## src/rtl/system_widths_pkg.sv

```systemverilog
// -----------------------------------------------------------------------------
// system_widths_pkg
//   Shared widths and writeback payload type for the register-file write path.
//   Contents:
//     REG_W      register data width
//     RF_ADDR_W  register-file address width
//     wb_req_t   one writeback result {waddr, wdata}
// -----------------------------------------------------------------------------
package system_widths_pkg;

   localparam int REG_W     = 32;
   localparam int RF_ADDR_W = 5;

   typedef struct packed {
      logic [4:0]       waddr;
      logic [REG_W-1:0] wdata;
   } wb_req_t;

endpackage

```

## src/rtl/wb_fifo.sv

```systemverilog
// -----------------------------------------------------------------------------
// wb_fifo
//   In-order circular buffer for long-latency writeback results.
//   Ports:
//     clk, resetN   clock / asynchronous active-low reset (clears pointers, count)
//     push, din     enqueue din when push && !full
//     pop           dequeue head when pop && !empty
//     full, empty   derived from the registered count
//     count         occupancy, 0..DEPTH
//     head          oldest entry (valid while !empty)
//   DEPTH must be a power of two so pointers wrap by natural overflow.
// -----------------------------------------------------------------------------
module wb_fifo
   import system_widths_pkg::*;
#(
   parameter int DEPTH = 4
) (
   input  logic                       clk,
   input  logic                       resetN,
   input  logic                       push,
   input  wb_req_t                    din,
   input  logic                       pop,
   output logic                       full,
   output logic                       empty,
   output logic [$clog2(DEPTH):0]     count,
   output wb_req_t                    head
);

   localparam int AW = $clog2(DEPTH);
   localparam logic [AW-1:0] PTR_ONE = AW'(1);
   localparam logic [AW:0]   CNT_ONE = (AW + 1)'(1);
   localparam logic [AW:0]   CNT_MAX = (AW + 1)'(DEPTH);

   wb_req_t       mem [DEPTH];
   logic [AW-1:0] wr_ptr;
   logic [AW-1:0] rd_ptr;
   logic          push_ok;
   logic          pop_ok;

   assign full    = (count == CNT_MAX);
   assign empty   = (count == '0);
   assign push_ok = push && !full;
   assign pop_ok  = pop && !empty;
   assign head    = mem[rd_ptr];

   // Storage carries no reset: entries are only observable through the
   // pointers, which are reset.
   always_ff @(posedge clk) begin
      if (push_ok) begin
         mem[wr_ptr] <= din;
      end
   end

   always_ff @(posedge clk or negedge resetN) begin
      if (!resetN) begin
         wr_ptr <= '0;
         rd_ptr <= '0;
         count  <= '0;
      end else begin
         if (push_ok) begin
            wr_ptr <= wr_ptr + PTR_ONE;
         end
         if (pop_ok) begin
            rd_ptr <= rd_ptr + PTR_ONE;
         end
         case ({push_ok, pop_ok})
            2'b10:   count <= count + CNT_ONE;
            2'b01:   count <= count - CNT_ONE;
            default: count <= count;
         endcase
      end
   end

endmodule

```

## src/rtl/wb_arbiter.sv

```systemverilog
// -----------------------------------------------------------------------------
// wb_arbiter
//   Writeback stage in front of the register-file write port. Merges
//   single-cycle ALU results (priority) with long-latency LSU/MUL results that
//   are buffered in an in-order FIFO, producing one registered write per cycle.
//
//   Ports:
//     clk, resetN                       clock / asynchronous active-low reset
//     alu_valid/alu_ready/alu_waddr/alu_wdata   ALU result handshake
//     lsu_valid/lsu_ready/lsu_waddr/lsu_wdata   LSU result handshake (to FIFO)
//     rf_wen/rf_waddr/rf_wdata          registered register-file write
//     fifo_count                        LSU FIFO occupancy, 0..FIFO_DEPTH
//     busy                              fifo_count != 0 || rf_wen
//
//   Handshake: a result transfers on a rising clk edge where valid && ready.
//   A producer holding valid without ready keeps waddr/wdata stable. Both
//   ready outputs depend only on registered state.
//
//   Build option WB_ARB_FAIR_EN: when defined, a starve counter forces the
//   FIFO head into the slot after STARVE_MAX consecutive ALU wins with the
//   FIFO non-empty. When undefined, the ALU has strict priority and
//   alu_ready is constant 1.
// -----------------------------------------------------------------------------
module wb_arbiter
   import system_widths_pkg::*;
#(
   parameter int FIFO_DEPTH = 4,
   parameter int STARVE_MAX = 3
) (
   input  logic                         clk,
   input  logic                         resetN,
   input  logic                         alu_valid,
   output logic                         alu_ready,
   input  logic [RF_ADDR_W-1:0]         alu_waddr,
   input  logic [REG_W-1:0]             alu_wdata,
   input  logic                         lsu_valid,
   output logic                         lsu_ready,
   input  logic [RF_ADDR_W-1:0]         lsu_waddr,
   input  logic [REG_W-1:0]             lsu_wdata,
   output logic                         rf_wen,
   output logic [RF_ADDR_W-1:0]         rf_waddr,
   output logic [REG_W-1:0]             rf_wdata,
   output logic [$clog2(FIFO_DEPTH):0]  fifo_count,
   output logic                         busy
);

   // Reject unusable configurations at elaboration time.
   if (FIFO_DEPTH < 2 || (FIFO_DEPTH & (FIFO_DEPTH - 1)) != 0 || STARVE_MAX < 1)
   begin : g_bad_params
      $error("wb_arbiter: FIFO_DEPTH must be a power of two >= 2, STARVE_MAX >= 1");
   end

   wb_req_t lsu_req;
   wb_req_t head;
   logic    full;
   logic    empty;
   logic    push;
   logic    pop;
   logic    alu_fire;
   logic    force_lsu;

   assign lsu_req = {lsu_waddr, lsu_wdata};

   wb_fifo #(
      .DEPTH (FIFO_DEPTH)
   ) u_fifo (
      .clk    (clk),
      .resetN (resetN),
      .push   (push),
      .din    (lsu_req),
      .pop    (pop),
      .full   (full),
      .empty  (empty),
      .count  (fifo_count),
      .head   (head)
   );

`ifdef WB_ARB_FAIR_EN
   localparam int SW = $clog2(STARVE_MAX + 1);
   localparam logic [SW-1:0] STARVE_LIM = SW'(STARVE_MAX);
   localparam logic [SW-1:0] STARVE_ONE = SW'(1);

   logic [SW-1:0] starve_cnt;

   // The counter only advances while the FIFO holds something and clears on
   // every dequeue, so reaching the limit implies a head exists; the !empty
   // term just keeps the force self-evidently safe.
   assign force_lsu = (starve_cnt == STARVE_LIM) && !empty;

   always_ff @(posedge clk or negedge resetN) begin
      if (!resetN) begin
         starve_cnt <= '0;
      end else if (pop) begin
         starve_cnt <= '0;
      end else if (alu_fire && !empty) begin
         starve_cnt <= starve_cnt + STARVE_ONE;
      end
   end
`else
   assign force_lsu = 1'b0;
`endif

   assign alu_ready = !force_lsu;
   assign lsu_ready = !full;

   // Grant: an ALU transfer owns the slot; otherwise the FIFO head drains.
   assign alu_fire = alu_valid && alu_ready;
   assign pop      = !alu_fire && !empty;
   assign push     = lsu_valid && lsu_ready;

   // x0 results consume the slot but never raise rf_wen.
   always_ff @(posedge clk or negedge resetN) begin
      if (!resetN) begin
         rf_wen   <= 1'b0;
         rf_waddr <= '0;
         rf_wdata <= '0;
      end else if (alu_fire) begin
         rf_wen   <= (alu_waddr != '0);
         rf_waddr <= alu_waddr;
         rf_wdata <= alu_wdata;
      end else if (pop) begin
         rf_wen   <= (head.waddr != '0);
         rf_waddr <= head.waddr;
         rf_wdata <= head.wdata;
      end else begin
         rf_wen   <= 1'b0;
      end
   end

   assign busy = (fifo_count != '0) || rf_wen;

endmodule

```

## config.mk

```make
export PLATFORM = sky130hd
export DESIGN_NAME = wb_arbiter
export DESIGN_NICKNAME = d
export VERILOG_FILES = /design/src/rtl/system_widths_pkg.sv /design/src/rtl/wb_fifo.sv /design/src/rtl/wb_arbiter.sv
export SDC_FILE = /design/constraint.sdc
export NUM_CORES = 1
export LEC_CHECK = 0
export ABC_AREA = 1
export BUFFER_PORTS_ARGS = -buffer_cell sky130_fd_sc_hd__buf_2
export CAP_MARGIN = 20
export CORE_MARGIN = 2
export CORE_UTILIZATION = 40
export DETAILED_ROUTE_END_ITERATION = 12
export GPL_ROUTABILITY_DRIVEN = 1
export HOLD_SLACK_MARGIN = 0.15
export SYNTH_ARGS = -nofsm -noshare
export SYNTH_HDL_FRONTEND = slang
export SYNTH_SLANG_ARGS = --single-unit
```

## constraint.sdc

```tcl
create_clock -name clk -period 3.2 [get_ports clk]
set_clock_uncertainty 0.2 [all_clocks]
set_input_delay 0.32 -clock clk [delete_from_list [all_inputs] [get_ports clk]]
set_output_delay 0.32 -clock clk [all_outputs]
set_load 0.05 [all_outputs]
```

; Word level (Yosys, flattened, before mapping)
; Memory sizes are Yosys's and may differ from the RTL's.
; Cells that the tools add are included.
[op_classes]
n_addsub = 4
eq_ne = 3
reduce_logical = 14
n_mux = 9
[ops]
columns = cell, count
row1 = $mux 32, 2
row2 = $mux 5, 2
row3 = $reduce_bool 5->1, 2
row4 = $pmux 3 s2, 1
row5 = $add 2x1->2 const B, 2
row6 = $logic_and 1x1->1, 4
row7 = $mux 1, 4
row8 = $reduce_bool 2->1, 2
row9 = $add 3x1->3 const B, 1
row10 = $eq 3x3->1 const B, 1
row11 = $logic_not 1->1, 3
row12 = $logic_not 3->1, 1
row13 = $reduce_bool 3->1, 1
row14 = $sub 3x1->3 const B, 1
row15 = $eq 2x1->1 const B, 1
row16 = $eq 2x2->1 const B, 1
row17 = $logic_or 1x1->1, 1
[word_totals]
ram_bits = 148
in_bits = 78
output_inout_bits = 44
mem_count = 1
reg_bits = 45
[memory_table]
columns = name, words, word_bits, read_ports, rd_ports_with_merged_regs, wr, line_no
row1 = u_fifo.mem, 4, 37, 1, 0, 1, wb_fifo.sv:34  ; wb_req_t mem [DEPTH];

; Logic depth before layout (Yosys ltp)
; Gate-level depths: netlist of run 1.
[logic_depth]
depth_word = 6
ltp_mapped = 10
mapped_depth_nobuf = 10

; Cells and area by module
; From an unflattened synthesis of run 1, not the netlist that was laid out.
[unflattened]
cells_unflattened = 711
hier_area_um2 = 8060.2
[by_module_without_submodules]
columns = module, seq_area_each_um2, cells_per_inst, n_inst, area_each_um2
row1 = wb_fifo, 4619.4, 493, 1, 6344.8
row2 = wb_arbiter, 950.9, 218, 1, 1715.4

; Least setup slack after synthesis of run 1
; Ideal clock, no wire load.
[synth_path]
kind = register to register
start = register u_fifo.count[1]
end = memory u_fifo.mem[0][0] (netlist bit), enable pin
path_stages_with_launch = 5
t_arrival_ps = 2959
setup_slack_ps = -391
setup_time_ps = 431
cell_sequence = dfrtp_1 -> nor2_2 -> nand2_1 -> nand2_2 -> nor2_1
[synth_between]
elab_chain_len = 6
[synth_lines]
columns = item, line_no
row1 = "start, declared", wb_fifo.sv:25  ; output logic [$clog2(DEPTH):0] count,
row2 = "start signal, assigned", wb_fifo.sv:67  ; 2'b10: count <= count + CNT_ONE;
row3 = "start signal, assigned", wb_fifo.sv:68  ; 2'b01: count <= count - CNT_ONE;
row4 = "start signal, assigned", wb_fifo.sv:69  ; default: count <= count;
row5 = $eq 3x3->1 *, wb_fifo.sv:40  ; assign full = (count == CNT_MAX);
row6 = $logic_not 1->1 *, wb_arbiter.sv:104  ; assign lsu_ready = !full;
row7 = via lsu_ready, wb_arbiter.sv:37  ; output logic lsu_ready,
row8 = $logic_and 1x1->1, wb_arbiter.sv:109  ; assign push = lsu_valid && lsu_ready;
row9 = $logic_and 1x1->1 *, wb_fifo.sv:42  ; assign push_ok = push && !full;
row10 = $mux 1 *, wb_fifo.sv:49  ; if (push_ok) begin
row11 = $mux 1 (implied by the code) *, wb_fifo.sv:50  ; mem[wr_ptr] <= din;
row12 = "end, declared", wb_fifo.sv:34
; The timed path passes the listed nets; every way through them passes the cells marked *.

; Worst setup path in the final report of run 1
[layout_path]
start = register u_fifo.count[1]
end = register u_fifo.count[2]
[layout_between]
elab_chain_len = 6
elab_cells_between_ends = 14
classes_between = add/sub (2) / eq/ne (3) / mux (1) / reduce/logical (8)
[layout_lines]
columns = item, line_no
row1 = $eq 3x3->1 / $logic_not 3->1 (equally long branches), "wb_fifo.sv:40, wb_fifo.sv:41"
row2 = $logic_not 1->1 (on tied branches), n/a
row3 = $logic_and 1x1->1 (on tied branches), "wb_arbiter.sv:109, wb_arbiter.sv:108"
row4 = $logic_and 1x1->1 (on tied branches), "wb_fifo.sv:42, wb_fifo.sv:43"
row5 = $eq 2x1->1 / $eq 2x2->1 (equally long branches), wb_fifo.sv:66  ; case ({push_ok, pop_ok})
row6 = $pmux 3 s2 / $reduce_bool 2->1 (equally long branches), n/a
; Several ways; a longest one is shown, not always the timed one.
; A chain may end at the register's enable or synchronous reset.

==> results of run 1 <==
[cell families after synthesis]
logic type	count (synthesis)	synth area share (%)
AND/OR/NAND/NOR	257	12.77
buffers and inverters	120	7.085
flip-flops	193	68.42
XOR/XNOR	4	0.4304
adder cells (fa/ha/maj)	6	1.014
AO/OA/AOI/OAI	141	10.24
other	1	0.04606
[power breakdown]
part | total (uW) | switching (uW) | internal, uW
clock network | 2040 | 1010 | 1030
logic | 3380 | 2490 | 897
registers | 3690 | 295 | 3390
[cell type report]
type | count | area, um2
Tap cell | 270 | 337.8
Inverter | 80 | 305.3
Fill cell | 1771 | 9818
Sequential cell | 193 | 5575
Multi-Input combinational cell | 409 | 2032
Clock buffer | 17 | 425.4
Clock inverter | 15 | 136.4
Timing Repair Buffer | 211 | 1474
[routing by layer]
layer / wire length (um) / up-vias / track usage (%)
li1: - / 2790 / -
met1: 8275 / 2626 / 22.95
met2: 8476 / 126 / 27.84
met3: 827 / 16 / 3.625
met4: 283 / 0 / 5.971
met5: 0 / - / 0
[Yosys cell counts]
master,count
sky130_fd_sc_hd__o211ai_1,3
sky130_fd_sc_hd__buf_6,10
sky130_fd_sc_hd__or2_2,1
sky130_fd_sc_hd__dfrtp_1,45
sky130_fd_sc_hd__xnor2_1,1
sky130_fd_sc_hd__nand2_2,21
sky130_fd_sc_hd__a31oi_1,33
sky130_fd_sc_hd__buf_2,13
sky130_fd_sc_hd__a21oi_1,47
sky130_fd_sc_hd__o21ai_0,31
sky130_fd_sc_hd__nor2_1,46
sky130_fd_sc_hd__inv_4,2
sky130_fd_sc_hd__nand2_1,178
sky130_fd_sc_hd__o21ai_1,6
sky130_fd_sc_hd__a21oi_2,20
sky130_fd_sc_hd__ha_1,5
sky130_fd_sc_hd__conb_1,1
sky130_fd_sc_hd__xor2_1,3
sky130_fd_sc_hd__fa_1,1
sky130_fd_sc_hd__clkbuf_1,9
sky130_fd_sc_hd__nor2_2,1
sky130_fd_sc_hd__o221ai_1,1
sky130_fd_sc_hd__nand3_1,9
sky130_fd_sc_hd__inv_2,20
sky130_fd_sc_hd__buf_4,8
sky130_fd_sc_hd__inv_1,58
sky130_fd_sc_hd__edfxtp_1,148
sky130_fd_sc_hd__nand3_2,1
[through the flow]
stage | utilization (%) | std cells
2_1_floorplan | - | 722
3_3_place_gp | 44.59 | 1087
3_5_place_dp | 44.59 | 1087
4_1_cts | 51.16 | 1195
5_1_grt | 51.16 | 1195
6_report | 51.16 | 1195
[worst max-delay path: cells and delay by family (launching register included)]
family          cells  cell delay [ps]
simple gates        3              560
compound gates      2              270
fa+ha+maj           2              590
flops               1              420
xor+xnor            1              150
buf+inv             1               70
[worst max-delay path by stage]
stage,to,depth (start not counted)
floorplan,u_fifo.mem[0][0]$_DFFE_PP_,4
global placement,u_fifo.count[2]$_DFFE_PN0P_,9
detailed placement,u_fifo.count[2]$_DFFE_PN0P_,9
CTS,u_fifo.count[2]$_DFFE_PN0P_,9
global route,u_fifo.count[2]$_DFFE_PN0P_,9
finish,u_fifo.count[2]$_DFFE_PN0P_,9
[registers in the layout, indices dropped and copies added, names as in the netlist]
register	flops
rf_waddr	5
rf_wdata	32
rf_wen	1
u_fifo.count	3
u_fifo.mem	148
u_fifo.rd_ptr	2
u_fifo.wr_ptr	2
[repair_timing]
item / CTS / global route
gates resized for setup: 0 / 0
hold buffers: 76 / 0
setup buffers: 0 / 0
endpoints found under the hold margin: 221 / 0
==> results.yml, run 1 <==
synthesis:
  synth_seq_area_share_pct: 68.42
  syn_avg_cell_area_um2: 11.28
  yosys.area.top_type: "sky130_fd_sc_hd__edfxtp_1"
  postSynthNetCount: 806
  synth_top_area_share_pct: 54.59
  synth-warning-count: 0
  syn_inst: 722
  post_synthesis_instance_area_um2: 8142
  ys_types: 28
  yosys-top-cells-area: "sky130_fd_sc_hd__edfxtp_1 (55%), sky130_fd_sc_hd__dfrtp_1 (14%), sky130_fd_sc_hd__nand2_1 (8.2%), sky130_fd_sc_hd__a21oi_1 (2.9%), sky130_fd_sc_hd__inv_1 (2.7%)"
  ys_ff_latch: 193
cts:
  cts_tree: "built"
  cts_root_buf: "sky130_fd_sc_hd__clkbuf_16"
  tritoncts_num_sinks: 193
  clk_pin_slew_ps: 70
  tritoncts.num_buffers: 17
  cts-root-to-sink-buffers: 2
  worstSkewPairLatency_ps: 440
  htree_depth: 4
routing:
  wl_per_cell_um: 14.95
  drc: 0
  routed_via_density: 4.651
  antenna_violating_nets_remaining: 0
  detailroute.via_count: 5558
  tritonroute_pass_1_iters: 4
  drt_wl_total_um: 17860
  detail_route.iter0.violations: 305
floorplanning:
  placement_rows: 52
  fp.coreArea_um2: 20100
  initial_utilization_pct: 40.50
  die_y_um: 146.7
  die_x_um: 146.7
  die_area_um2: 21510
  boundaryPins: 122
sta:
  fin_worst_hold_slack_ps: 172.8
  setup_repair_after_global_routing_missed_its_margin: "no"
  postLayoutSetupSlackWorst_ps: 824.3
  final.period_utilization_pct: 74.24
  setup_viol_count_final: 0
  worstMarginPinSlew_ps: 934.8
  fin_setup_tns_ps: 0
  timing.slew.headroom_pct: 37.68
  fmax_mhz: 420.9
  finalHoldViolCount: 0
  fin_crit_ps: 2376
  report.final.slew_viol_count: 0
critical_path:
  crit_slowest_cell: "sky130_fd_sc_hd__dfrtp_1"
  cp_cell_sequence: "nor2_2 > nand2_1 > nand2_2 > ha_1 > inv_1 > fa_1 > a21oi_1 > o21ai_0 > xor2_1"
  worst_ep_arrival_time_ps: 2490
  r2r_cells: 9
  r2r_slack_ps: 820
  worst_r2r_startpoint: "u_fifo.count[1]$_DFFE_PN0P_"
  critical_path_peak_fanout: 8
  critical_path.endpoint_type: "register"
  critPathMaxStageDelay_ps: 420
  timing_worst_setup_path_type: "reg -> reg"
  critical_path.startpoint: "u_fifo.count[1]$_DFFE_PN0P_"
  cp.required_ps: 3320
  rr_endpoint: "u_fifo.count[2]$_DFFE_PN0P_"
  critical_path.startpoint_type: "register"
global_route:
  grt_overflow: 0
  global_route_wire_length_before_repair_um: 28410
  largest_net_degree_at_the_start_of_global_routing: 69
  grt_pass1_vias: 5370
  number_of_antenna_violations_at_the_first_check_in_global_routing: 0
  global_route.usage.total_pct: 17.14
cells_and_area:
  layout_common_cells: "sky130_fd_sc_hd__nand2_1 (178), sky130_fd_sc_hd__edfxtp_1 (148), sky130_fd_sc_hd__buf_2 (120)"
  flow.area_growth_from_synthesis_pct: 26.34
  final_common_cell: "sky130_fd_sc_hd__nand2_1"
  antenna_cells: 0
  design_area_um2: 10290
  drive_gt1_share_pct: 25.84
  fin_nets: 996
min_path:
  timing.hold.worst_endpoint: "rf_wen$_DFF_PN0_"
  min_path_cells: 5
  min_path_type: "in -> reg"
  worst_hold_startpoint: "alu_valid"
placement:
  dpl.hpwl_um: 10950
  pre_cts_slack_ps: 812.6
  port_buffers: 120
  globalplace.congestion: 0.7096
  place_area_um2: 8964
power_and_ir_drop:
  cellLeakagePower_uw: 0.004297
  finalPower_uw: 9112
  irDropWorstVdd_uv: 411.5
  pwr_density_cell_nw_per_um2: 885.9
run_status:
  result_of_the_run: "completed"
job:
  cap_viol_max_count: 0
No activity file was read; power rests on OpenSTA's default activity.
==> run 2: changes to the inputs <==
Settings changed: ABC_AREA 1 to 0.
Clock period 3.2 ns to 2.16 ns, I/O delays scaled along.
==> results.yml, run 2 <==
cells_and_area:
  design_area_um2: 9986
  final-seq-area_um2: 5577
  max_flop_register: "u_fifo.mem"
  drive_gt1_share_pct: 36.71
  largest_reg_flops: 148
  layout_common_cells: "sky130_fd_sc_hd__edfxtp_1 (148), sky130_fd_sc_hd__buf_2 (119), sky130_fd_sc_hd__dlygate4sd3_1 (78)"
  layout.cells.non_filler: 866
  antenna_cells: 0
  flow.area_growth_from_synthesis_pct: 33.51
  fin_nets: 703
  final_common_cell: "sky130_fd_sc_hd__edfxtp_1"
  multi_input_area_um2: 1833
  biggestRegsByFlops: "u_fifo.mem x148, rf_wdata x32, rf_waddr x5"
  fill_cells: 1524
synthesis:
  flip_flop_cell_with_the_highest_count_after_synthesis: "sky130_fd_sc_hd__edfxtp_1"
  yosys-top-cells-area: "sky130_fd_sc_hd__edfxtp_1 (59%), sky130_fd_sc_hd__dfrtp_1 (15%), sky130_fd_sc_hd__mux4_2 (10%), sky130_fd_sc_hd__mux2i_1 (5.1%), sky130_fd_sc_hd__o21ai_0 (2.5%)"
  yosys.area.top_type: "sky130_fd_sc_hd__edfxtp_1"
  postSynthNetCount: 483
  ys_ff_latch: 193
  syn_inst: 399
  post-synth-top-count-cell: "sky130_fd_sc_hd__edfxtp_1"
  count_of_flip_flops_with_a_built_in_enable_after_synthesis: 148
  synth_top_area_share_pct: 59.42
  synth_top_cells_by_count: "sky130_fd_sc_hd__edfxtp_1 (148), sky130_fd_sc_hd__dfrtp_1 (45), sky130_fd_sc_hd__nand2_1 (39)"
  synth_seq_area_share_pct: 74.47
  synth-warning-count: 0
  post_synthesis_instance_area_um2: 7480
  syn_avg_cell_area_um2: 18.75
  ys_async_sr_fraction_pct: 23.32
  ys_types: 27
cts:
  tritoncts.num_buffers: 17
  tritoncts_num_sinks: 193
  cts_tree: "built"
  worstSkewPairLatency_ps: 430
  cts_root_buf: "sky130_fd_sc_hd__clkbuf_16"
  cts-root-to-sink-buffers: 2
  htree_depth: 4
  clk_pin_slew_ps: 80
sta:
  fmax_mhz: 485.2
  fin_crit_ps: 2061
  fin_worst_hold_slack_ps: 172.2
  worstMarginPinSlew_ps: 881.5
  final.period_utilization_pct: 95.41
  finalHoldViolCount: 0
  postLayoutSetupSlackWorst_ps: 99.17
  report.final.slew_viol_count: 0
  setup_repair_after_global_routing_missed_its_margin: "no"
  setup_viol_count_final: 0
  timing.slew.headroom_pct: 41.04
critical_path:
  critical_path.startpoint_type: "register"
  critical_path_peak_fanout: 4
  timing_worst_setup_path_type: "reg -> reg"
  worst_ep_arrival_time_ps: 2210
  critical_path.endpoint_type: "register"
  cp.required_ps: 2310
placement:
  place_area_um2: 8494
  globalplace.congestion: 0.6879
  placed_cells: 746
  port_buffers: 120
  dpl.hpwl_um: 9283
  pre_cts_slack_ps: 62.30
global_route:
  largest_net_degree_at_the_start_of_global_routing: 76
  number_of_antenna_violations_at_the_first_check_in_global_routing: 0
  global_route_wire_length_before_repair_um: 24250
  grt_overflow: 0
  grt_pass1_vias: 4480
  global_route.usage.total_pct: 16.48
power_and_ir_drop:
  finalPower_uw: 13110
  cellLeakagePower_uw: 0.003750
  irDropWorstVdd_uv: 575.9
  pwr_density_cell_nw_per_um2: 1313
floorplanning:
  die_y_um: 140.7
  boundaryPins: 122
  initial_utilization_pct: 40.39
  placement_rows: 50
  die_area_um2: 19810
  die_x_um: 140.7
  fp.coreArea_um2: 18520
min_path:
  min_path_type: "in -> async"
routing:
  wl_per_cell_um: 18.05
  drc: 0
  antenna_violating_nets_remaining: 0
  detailroute.via_count: 4264
  detail_route.iter0.violations: 181
  drt_wl_total_um: 15630
  routed_via_density: 4.924
  tritonroute_pass_1_iters: 4
run_status:
  result_of_the_run: "completed"
job:
  cap_viol_max_count: 0
## run 2: changes by cell type in the layout (fill, tap and decap cells not counted), sizes merged, moves of 33 or more
cell and delta:
a21oi -67, nand2 -160, a31oi -33, mux4 +37
nor2 -45, mux2i +38, inv -78
## run 2: cell type report
type                       count  area share [%]
sequential                   193           55.85
inverter                       6          0.2757
tap                          234           2.932
multi-input combinational    179           18.36
clock buffer                  17           4.260
timing repair buffer         222           16.41
clock inverter                15           1.917
## run 2: worst max-delay path, stage by stage, from the launching register on
cell and delay, ps:
sky130_fd_sc_hd__dfrtp_2 440, sky130_fd_sc_hd__nor3_4 60, sky130_fd_sc_hd__buf_4 140, sky130_fd_sc_hd__nor2_4 180
sky130_fd_sc_hd__ha_4 170, sky130_fd_sc_hd__inv_2 40, sky130_fd_sc_hd__fa_2 340, sky130_fd_sc_hd__xor2_1 140
sky130_fd_sc_hd__nor2_1 120, sky130_fd_sc_hd__xor2_1 150
## run 2: logic make-up (layout without fill, tap and decap cells)
kind of cell	count (synthesis)	after routing	synth area share, %
compound gates	39	39	2.609
xor+xnor	6	6	0.7027
fa+ha+maj	6	6	1.104
buf+inv	27	260	1.639
flops	193	193	74.47
mux	76	76	16.53
other cells	1	1	0.05014
simple gates	51	51	2.894
## run 2: final timing paths
kind / start / to / slack [ps] / cells past startpoint
setup / recovery: u_fifo.count[0]$_DFFE_PN0P_ / u_fifo.count[2]$_DFFE_PN0P_ / 100 / 9
hold / removal: resetN / rf_wdata[10]$_DFFE_PN0P_ / 170 / 3
setup reg to reg: u_fifo.count[0]$_DFFE_PN0P_ / u_fifo.count[2]$_DFFE_PN0P_ / 100 / 9
hold reg to reg: rf_wdata[1]$_DFFE_PN0P_ / rf_wdata[1]$_DFFE_PN0P_ / 370 / 2
max in group asynchronous: resetN / rf_wdata[4]$_DFFE_PN0P_ / 310 / 3
min in group clk: lsu_wdata[25] / u_fifo.mem[0][25]$_DFFE_PP_ / 320 / 2
## run 2: repair_timing
action / in CTS / in global routing
pin swaps: 1 / 1
endpoints found under the hold margin: 237 / 0
resized for setup: 4 / 6
setup buffers: 3 / 7
setup endpoints to repair: 1 / 6
hold buffers: 78 / 0
## run 2: layer usage
metal | up-vias | part of all wire (%) | wire, um | global-route usage (%)
li1 | 1989 | - | - | -
met1 | 2162 | 43 | 6690 | 20.31
met2 | 101 | 52 | 8096 | 28.78
met3 | 12 | 4.3 | 665 | 3.702
met4 | 0 | 1.1 | 178 | 5.842
met5 | - | 0 | 0 | 0
## run 2: where the power goes
group | total (uW) | leakage, uW | switching (uW) | internal (uW)
Clock | 3180 | 0.000297 | 1500 | 1670
Sequential | 5300 | 0.00189 | 348 | 4950
Combinational | 4630 | 0.00157 | 2770 | 1870
Total | 13100 | 0.00375 | 4620 | 8490
## run 2: per-stage QoR
step                      util, %  setup TNS (ps)
after floorplan                 -          -118.2
after detailed placement    45.87               0
after global placement      45.87               0
after CTS                   53.64               0
final                       53.93               0
after global routing        53.93               0
